[config.mk]
export PLATFORM = sky130hd
export DESIGN_NAME = fixp_acc_sum
export DESIGN_NICKNAME = d
export VERILOG_FILES = /design/src/rtl/fixp_acc_sum.sv
export SDC_FILE = /design/constraint.sdc
export NUM_CORES = 1
export LEC_CHECK = 0
export ABC_AREA = 1
export CAP_MARGIN = 10
export CORE_MARGIN = 2
export CORE_UTILIZATION = 40
export CTS_CLUSTER_DIAMETER = 200
export CTS_CLUSTER_SIZE = 16
export DETAILED_ROUTE_END_ITERATION = 8
export PLACE_DENSITY = 0.58
export RECOVER_POWER = 25
export SYNTH_ARGS = -nofsm -noshare
export SYNTH_HDL_FRONTEND = slang
export SYNTH_SLANG_ARGS = --single-unit
[constraint.sdc]
create_clock -name clk -period 5.7 [get_ports clk]
set_clock_uncertainty 0.05 [all_clocks]
set_input_delay 1.14 -clock clk [delete_from_list [all_inputs] [get_ports clk]]
set_output_delay 1.14 -clock clk [all_outputs]
set_load 0.05 [all_outputs]
[src/rtl/fixp_acc_sum.sv]
// Signed fixed-point group accumulator: sums group_len aligned terms into a guard-widened register.
// Optional saturation on overflow is enabled by defining FIXP_ACC_SUM_SAT_EN.
module fixp_acc_sum #(
  parameter int DATA_WIDTH = 128,
  parameter int GUARD_BITS = 8,
  parameter int LEN_WIDTH  = 16
) (
  input  logic                             clk,
  input  logic                             rst,
  input  logic [LEN_WIDTH-1:0]             group_len,
  input  logic [DATA_WIDTH-1:0]            data_in_tdata,
  input  logic                             data_in_tvalid,
  output logic                             data_in_tready,
  output logic [DATA_WIDTH+GUARD_BITS-1:0] sum_out_tdata,
  output logic                             sum_out_tvalid,
  input  logic                             sum_out_tready,
  output logic                             sum_ovf,
  output logic                             busy
);

  localparam int ACC_WIDTH = DATA_WIDTH + GUARD_BITS;

  typedef enum logic [1:0] {IDLE, ACCUM, EMIT} state_t;

  state_t                 state_reg, state_next;
  logic [ACC_WIDTH-1:0]   acc_reg, acc_next;
  logic [LEN_WIDTH-1:0]   remaining_reg, remaining_next;
  logic                   ovf_reg, ovf_next;
  logic                   tvalid_reg, busy_reg;

  logic [ACC_WIDTH-1:0]   ext_term;
  logic [ACC_WIDTH:0]     sum_wide;
  logic                   add_ovf;

  always_comb begin
    state_next     = state_reg;
    acc_next       = acc_reg;
    remaining_next = remaining_reg;
    ovf_next       = ovf_reg;
    data_in_tready = (state_reg != EMIT);

    ext_term = {{GUARD_BITS{data_in_tdata[DATA_WIDTH-1]}}, data_in_tdata};
    // One extra bit so a disagreement between the top two bits exposes signed overflow.
    sum_wide = {acc_reg[ACC_WIDTH-1], acc_reg} + {ext_term[ACC_WIDTH-1], ext_term};
    add_ovf  = sum_wide[ACC_WIDTH] ^ sum_wide[ACC_WIDTH-1];

    case (state_reg)
      IDLE: begin
        if (data_in_tvalid) begin
          acc_next       = ext_term;
          ovf_next       = 1'b0;
          remaining_next = (group_len == '0) ? '0 : group_len - LEN_WIDTH'(1);
          state_next     = (remaining_next == '0) ? EMIT : ACCUM;
        end
      end
      ACCUM: begin
        if (data_in_tvalid) begin
          acc_next       = sum_wide[ACC_WIDTH-1:0];
          ovf_next       = ovf_reg | add_ovf;
`ifdef FIXP_ACC_SUM_SAT_EN
          // Clamp toward the sign of the addend that pushed the sum out of range.
          if (add_ovf) begin
            acc_next = data_in_tdata[DATA_WIDTH-1] ? {1'b1, {(ACC_WIDTH-1){1'b0}}}
                                                   : {1'b0, {(ACC_WIDTH-1){1'b1}}};
          end
`endif
          remaining_next = remaining_reg - LEN_WIDTH'(1);
          if (remaining_reg == LEN_WIDTH'(1)) begin
            state_next = EMIT;
          end
        end
      end
      EMIT: begin
        if (sum_out_tready) begin
          state_next = IDLE;
        end
      end
      default: begin
        state_next = IDLE;
      end
    endcase
  end

  always_ff @(posedge clk) begin
    if (rst) begin
      state_reg     <= IDLE;
      acc_reg       <= '0;
      remaining_reg <= '0;
      ovf_reg       <= 1'b0;
      tvalid_reg    <= 1'b0;
      busy_reg      <= 1'b0;
    end else begin
      state_reg     <= state_next;
      acc_reg       <= acc_next;
      remaining_reg <= remaining_next;
      ovf_reg       <= ovf_next;
      tvalid_reg    <= (state_next == EMIT);
      busy_reg      <= (state_next != IDLE);
    end
  end

  assign sum_out_tdata  = acc_reg;
  assign sum_out_tvalid = tvalid_reg;
  assign sum_ovf        = ovf_reg;
  assign busy           = busy_reg;

endmodule

==> flow_summary_export.csv, run 1 <==
group,metric,value,unit
detailed_routing,ant_nets,0,
finish,fillers,5803,
critical_path,crit_start,"state_reg[0]",
clocking,cts_resized,0,
timing,setup_violations,0,
place,portBuffers,287,
yosys,syn_nets,4170,
grt,grt_usage,0.389,
timing,grt_setup_unrepaired,"no",
yosys,netlist_area,0.0208,mm^2
power,worst_ir_drop_vdd,245,uV
outcome,outcome,"complete, but fails checks",
timing,finalCriticalPeriod,4.37,ns
detailed_routing,drt_pass1_iterations,6,
timing,drv_slew,30,
yosys,synth_cell_types,55,
critical_path,r2r_start,"state_reg[0]",
yosys,synth_area_per_cell,5.35,um^2
grt,grt_pass1_wl,154000,um
critical_path,crit_path_start_kind,"flop",
yosys,synth-main-ff-cell,"dfxtp_1",
power,leakage,12.3,nW
hold_path,hp-start,"sum_ovf",
timing,layout_setup_ws,1.33,ns
floorplan,top_level_ports,288,
critical_path,worstPathCellList,"inv_1 > nand2_1 > clkdlybuf4s50_1",
timing,final_hold_viol_count,0,
grt,grt_max_degree,79,
detailed_routing,route.vias.total,26500,
floorplan,coreArea,0.0513,mm^2
critical_path,critical-path-slowest-cell,"dfxtp_1",
clocking,tritoncts,"done",
place,place.gp.congestion,1.09,
timing,fmax,229,MHz
floorplan,initial_core_util,0.404,
finish,fin_util,0.485,
clocking,cts-buffers-inserted,17,
yosys,synth.largest_area_cell,"nand2_1",
power,powerDensity,206,mW/mm^2
clocking,cts_buffer_depth,2,
floorplan,die_area,0.0537,mm^2
finish,area_growth_syn_to_layout,19.9,%
timing,relSlewSlack,-0.0421,
grt,grt_antenna_before_repair,1,
yosys,synth_edf_count,0,
finish,largest_reg_flops,136,
outcome,violations,"capacitance limit, slew limit",
critical_path,critPathMaxFanout,29,
yosys,yosys-top-cells-area,"nand2_1 23%, dfxtp_1 15%, inv_1 11%",
yosys,ys_seq_area_frac,0.151,
floorplan,rows,83,
clocking,clock_latency,0.54,ns
critical_path,worstSetupPathType,"reg -> out",
clocking,postCtsSetupBuffers,0,
yosys,synth_top_area_share,0.225,
grt,grt_pass1_vias,24300,
timing,tightestPinTransition,1.56,ns
yosys,synthMostInstantiatedCell,"nand2_1",
detailed_routing,wl,107000,um
hold_path,hp-class,"reg -> reg",
clocking,path_clk_slew,0.08,ns
detailed_routing,wire_per_inst,22.2,um
yosys,synth_cells,3882,
clocking,h-tree-depth,4,
timing,fin_tns_setup,0,ns
timing,min_period_over_period,0.767,
floorplan,die_x,232,um
detailed_routing,drc,0,
finish,nNetsFinal,4413,
yosys,synth_common_cells,"1244 x nand2_1, 627 x inv_1, 534 x nor2_1",
clocking,cts.sinks,157,
run,cap_viol_max_count,1,
yosys,ys_ff_latch,157,
clocking,clockRootBuffer,"clkbuf_16",
detailed_routing,routed_via_density,5.50,
finish,drive_above_1_share,0.0331,
detailed_routing,drtIter0Drc,2939,
floorplan,die_y,232,um
critical_path,arrival,3.18,ns
critical_path,cp-end-kind,"primary output",
grt,grt_overflow,0,
critical_path,cp.required,4.51,ns
critical_path,max_stage_delay,1.37,ns
yosys,async_flop_share,0,
yosys,yosys_warnings,0,
place,pre_cts_ws,1.25,ns
clocking,cts_hold_buf,0,
place,dp_hpwl,90300,um
[report_power, final]
group	total [W]	switching, W	internal [W]
sequential	0.00128	0.0000958	0.00119
clock	0.00125	0.000664	0.000588
combinational	0.00260	0.00180	0.000794
total	0.00513	0.00256	0.00257
[routing by layer]
| metal | vias up | track usage | share of wire |
|---|---|---|---|
| li1 | 12800 | - | - |
| met1 | 12200 | 0.527 | 0.43 |
| met2 | 1309 | 0.595 | 0.43 |
| met3 | 221 | 0.0759 | 0.096 |
| met4 | 2 | 0.174 | 0.048 |
| met5 | - | 0 | 0.00012 |
[area by class of cell]
type                            instances  area [um^2]  area share
Clock inverter                         15          165     0.00664
Multi-Input combinational cell       3020        15000       0.601
Inverter                              631         2370      0.0954
Sequential cell                       157         3140       0.126
Antenna cell                            1         2.50    0.000101
Timing Repair Buffer                  298         2970       0.119
Clock buffer                           17          425      0.0171
Tap cell                              680          851      0.0342
[kinds of logic (layout without fill, tap and decap cells)]
group | count (synthesis) | in the layout | synth area share
AOI/OAI and AO/OA | 674 | 674 | 0.183
adders and majority gates | 140 | 140 | 0.0848
buffers and inverters | 705 | 961 | 0.128
and+or+nand+nor | 2153 | 2153 | 0.430
DFF | 157 | 157 | 0.151
xor gates and xnor gates | 53 | 53 | 0.0224
other | 0 | 1 | 0
[worst max-delay path, delay by kind of cell (launching register included)]
family	cells	cell delay, ns
DFF	1	1.37
buffers and inverters	2	1.08
and+or+nand+nor	1	0.21
[through the flow]
stage,hold WS [ns],total power [W],instances,cell area [um^2]
after CTS,0.410,0.00511,4818,24900
final,0.404,0.00513,4819,24900
after global routing,0.432,0.00538,4818,24900
after floorplan,0.422,0.00289,3882,20800
after detailed placement,0.396,0.00385,4786,24300
after global placement,0.402,0.00385,4786,24300
[path summary, 6_finish.rpt]
kind                             end  slack, ns  cells after the start
setup / recovery      data_in_tready       1.33                      3
hold / removal               sum_ovf       0.40                      2
setup reg to reg  sum_out_tdata[105]       1.44                      9
hold reg to reg              sum_ovf       0.40                      2
[cells in the final DEF (no fill, tap or decap), types with 10 or more instances in the layout]
cell type / count
o21bai_1: 34
nor2_1: 531
nor3_1: 35
a22o_1: 35
dlygate4sd3_1: 67
xnor2_1: 29
nand3_2: 11
nand2_2: 25
inv_1: 627
clkbuf_16: 17
nand3_1: 165
buf_4: 11
o21ai_0: 165
nand2_1: 1245
a21oi_1: 369
ha_1: 139
nand3b_1: 31
nand4_1: 40
clkdlybuf4s50_1: 219
dfxtp_1: 157
xor2_1: 24
o211ai_1: 23
nor4_1: 10
nor2_2: 22
nor3_2: 12
Power figures use the tool's default switching activity.
==> run 2, diff against run 1 <==
--- a/config.mk
+++ b/config.mk
@@ -12,7 +12,7 @@
 export CTS_CLUSTER_DIAMETER = 200
 export CTS_CLUSTER_SIZE = 16
 export DETAILED_ROUTE_END_ITERATION = 8
-export PLACE_DENSITY = 0.58
+export PLACE_DENSITY = 0.61
 export RECOVER_POWER = 25
 export SYNTH_ARGS = -nofsm -noshare
 export SYNTH_HDL_FRONTEND = slang
==> constraint.sdc (replaced) <==
create_clock -name clk -period 3.7 [get_ports clk]
set_clock_uncertainty 0.05 [all_clocks]
set_input_delay 0.74 -clock clk [delete_from_list [all_inputs] [get_ports clk]]
set_output_delay 0.74 -clock clk [all_outputs]
set_load 0.05 [all_outputs]
==> run 2 against run 1 <==
Effect of this change: the run now ends clean; die area stayed put; combinational power increased by 74%; clock power is 55% higher; core utilization grew 5.8 points; first-iteration DRC count shrank 2.6%; sequential share of layout area decreased by 1.3 points; worst setup slack lost 1.1 ns; via count up 4.7%; largest cell class unchanged; largest power group unchanged.
==> flow_summary_export.csv, run 2 (same netlist as run 1, synthesis figures left out) <==
group,metric,value,unit
floorplan,die_area,0.0537,mm^2
critical_path,worstSetupPathType,"in -> reg",
grt,grt_pass1_vias,25900,
power,leakage,14.1,nW
finish,final_common_cell,"nand2_1",
critical_path,critPathMaxFanout,3,
clocking,path_clk_slew,0.08,ns
grt,grt_overflow,0,
detailed_routing,drc,0,
clocking,clock_latency,0.52,ns
finish,mostFrequentLayoutCells,"1246 x nand2_1, 627 x inv_1, 533 x nor2_1",
run,cap_viol_max_count,0,
critical_path,crit_path_start_kind,"primary input",
detailed_routing,drtIter0Drc,2864,
finish,final_cells,5201,
clocking,cts-buffers-inserted,17,
clocking,postCtsSetupBuffers,0,
floorplan,die_y,232,um
power,powerDensity,303,mW/mm^2
timing,layout_setup_ws,0.202,ns
clocking,cts_hold_buf,0,
detailed_routing,route.vias.total,27800,
clocking,h-tree-depth,4,
detailed_routing,wire_per_inst,21.1,um
grt,grt_pass1_wl,160000,um
critical_path,cp.required,4.02,ns
detailed_routing,ant_nets,0,
timing,fmax,286,MHz
grt,grt_usage,0.402,
place,portBuffers,287,
outcome,outcome,"finished, final reports clean",
timing,final_hold_viol_count,0,
grt,grt_max_degree,78,
clocking,cts_resized,0,
finish,fin_area,0.0278,mm^2
floorplan,coreArea,0.0513,mm^2
clocking,cts.sinks,157,
timing,fin_tns_setup,0,ns
timing,min_period_over_period,0.946,
timing,drv_slew,0,
finish,drive_above_1_share,0.114,
timing,setup_violations,0,
finish,area_growth_syn_to_layout,34.2,%
detailed_routing,wl,109000,um
floorplan,initial_core_util,0.404,
detailed_routing,routed_via_density,5.34,
timing,relSlewSlack,0.218,
timing,tightestPinTransition,1.17,ns
place,place.gp.congestion,1.13,
place,pre_cts_ws,-0.109,ns
finish,multi_input_area,0.0149,mm^2
finish,ff_latch_area,0.00314,mm^2
timing,grt_setup_unrepaired,"no",
place,placed_cells,5167,
floorplan,die_x,232,um
clocking,cts_buffer_depth,2,
floorplan,rows,83,
floorplan,top_level_ports,288,
detailed_routing,drt_pass1_iterations,6,
clocking,tritoncts,"done",
hold_path,hp-class,"reg -> reg",
clocking,clockRootBuffer,"clkbuf_16",
finish,largest_reg_flops,136,
grt,grt_antenna_before_repair,3,
finish,fillers,5607,
finish,nNetsFinal,4794,
timing,finalCriticalPeriod,3.50,ns
power,worst_ir_drop_vdd,387,uV
critical_path,arrival,3.82,ns
place,dp_hpwl,93400,um
critical_path,cp-end-kind,"flop",
place,placed_area,0.0273,mm^2
## run 2: cell type report
| class | count | share of cell area |
|---|---|---|
| multi-input cells | 3020 | 0.537 |
| repair buffers | 679 | 0.213 |
| well taps | 680 | 0.0306 |
| clock inverters | 15 | 0.00602 |
| clock buffers | 17 | 0.0153 |
| diodes | 2 | 0.000180 |
| flip-flops and latches | 157 | 0.113 |
| inverters | 631 | 0.0852 |
## run 2: worst max-delay path, cell delays in order
cell and delay [ns]:
clkdlybuf4s50_1 0.43, ha_1 0.35, a21oi_1 0.32, o21ai_0 0.29, buf_4 0.24, a21oi_1 0.37, o21ai_0 0.22, o21bai_1 0.29
nor2_1 0.28, nand3_1 0.11, nand3_1 0.10, a21oi_1 0.07
## run 2: through the flow
step,power [W],util,hold WS [ns]
6_report,0.00844,0.543,0.428
2_1_floorplan,0.00445,-,0.422
3_5_place_dp,0.00643,0.532,0.423
5_1_grt,0.00884,0.543,0.457
4_1_cts,0.00838,0.543,0.437
3_3_place_gp,0.00643,0.532,0.409
## run 2: worst paths after layout
path | endpoint | slack [ns] | start | depth (start not counted)
min reg2reg | sum_ovf | 0.43 | sum_ovf | 2
max | sum_out_tdata[108] | 0.20 | data_in_tdata[103] | 12
max reg2reg | sum_out_tdata[108] | 0.56 | sum_out_tdata[103] | 11
min | sum_ovf | 0.43 | sum_ovf | 2
## run 2: power by group
group	switching, W	total (W)	internal, W
Clock	0.00104	0.00194	0.000905
Sequential	0.000137	0.00197	0.00183
Combinational	0.00289	0.00453	0.00164
## run 2: routing by layer
metal  global-route usage  routed length [um]
met5                    0                   8
met4                0.170                4680
met3               0.0678               10500
met2                0.627               47000
met1                0.544               47300
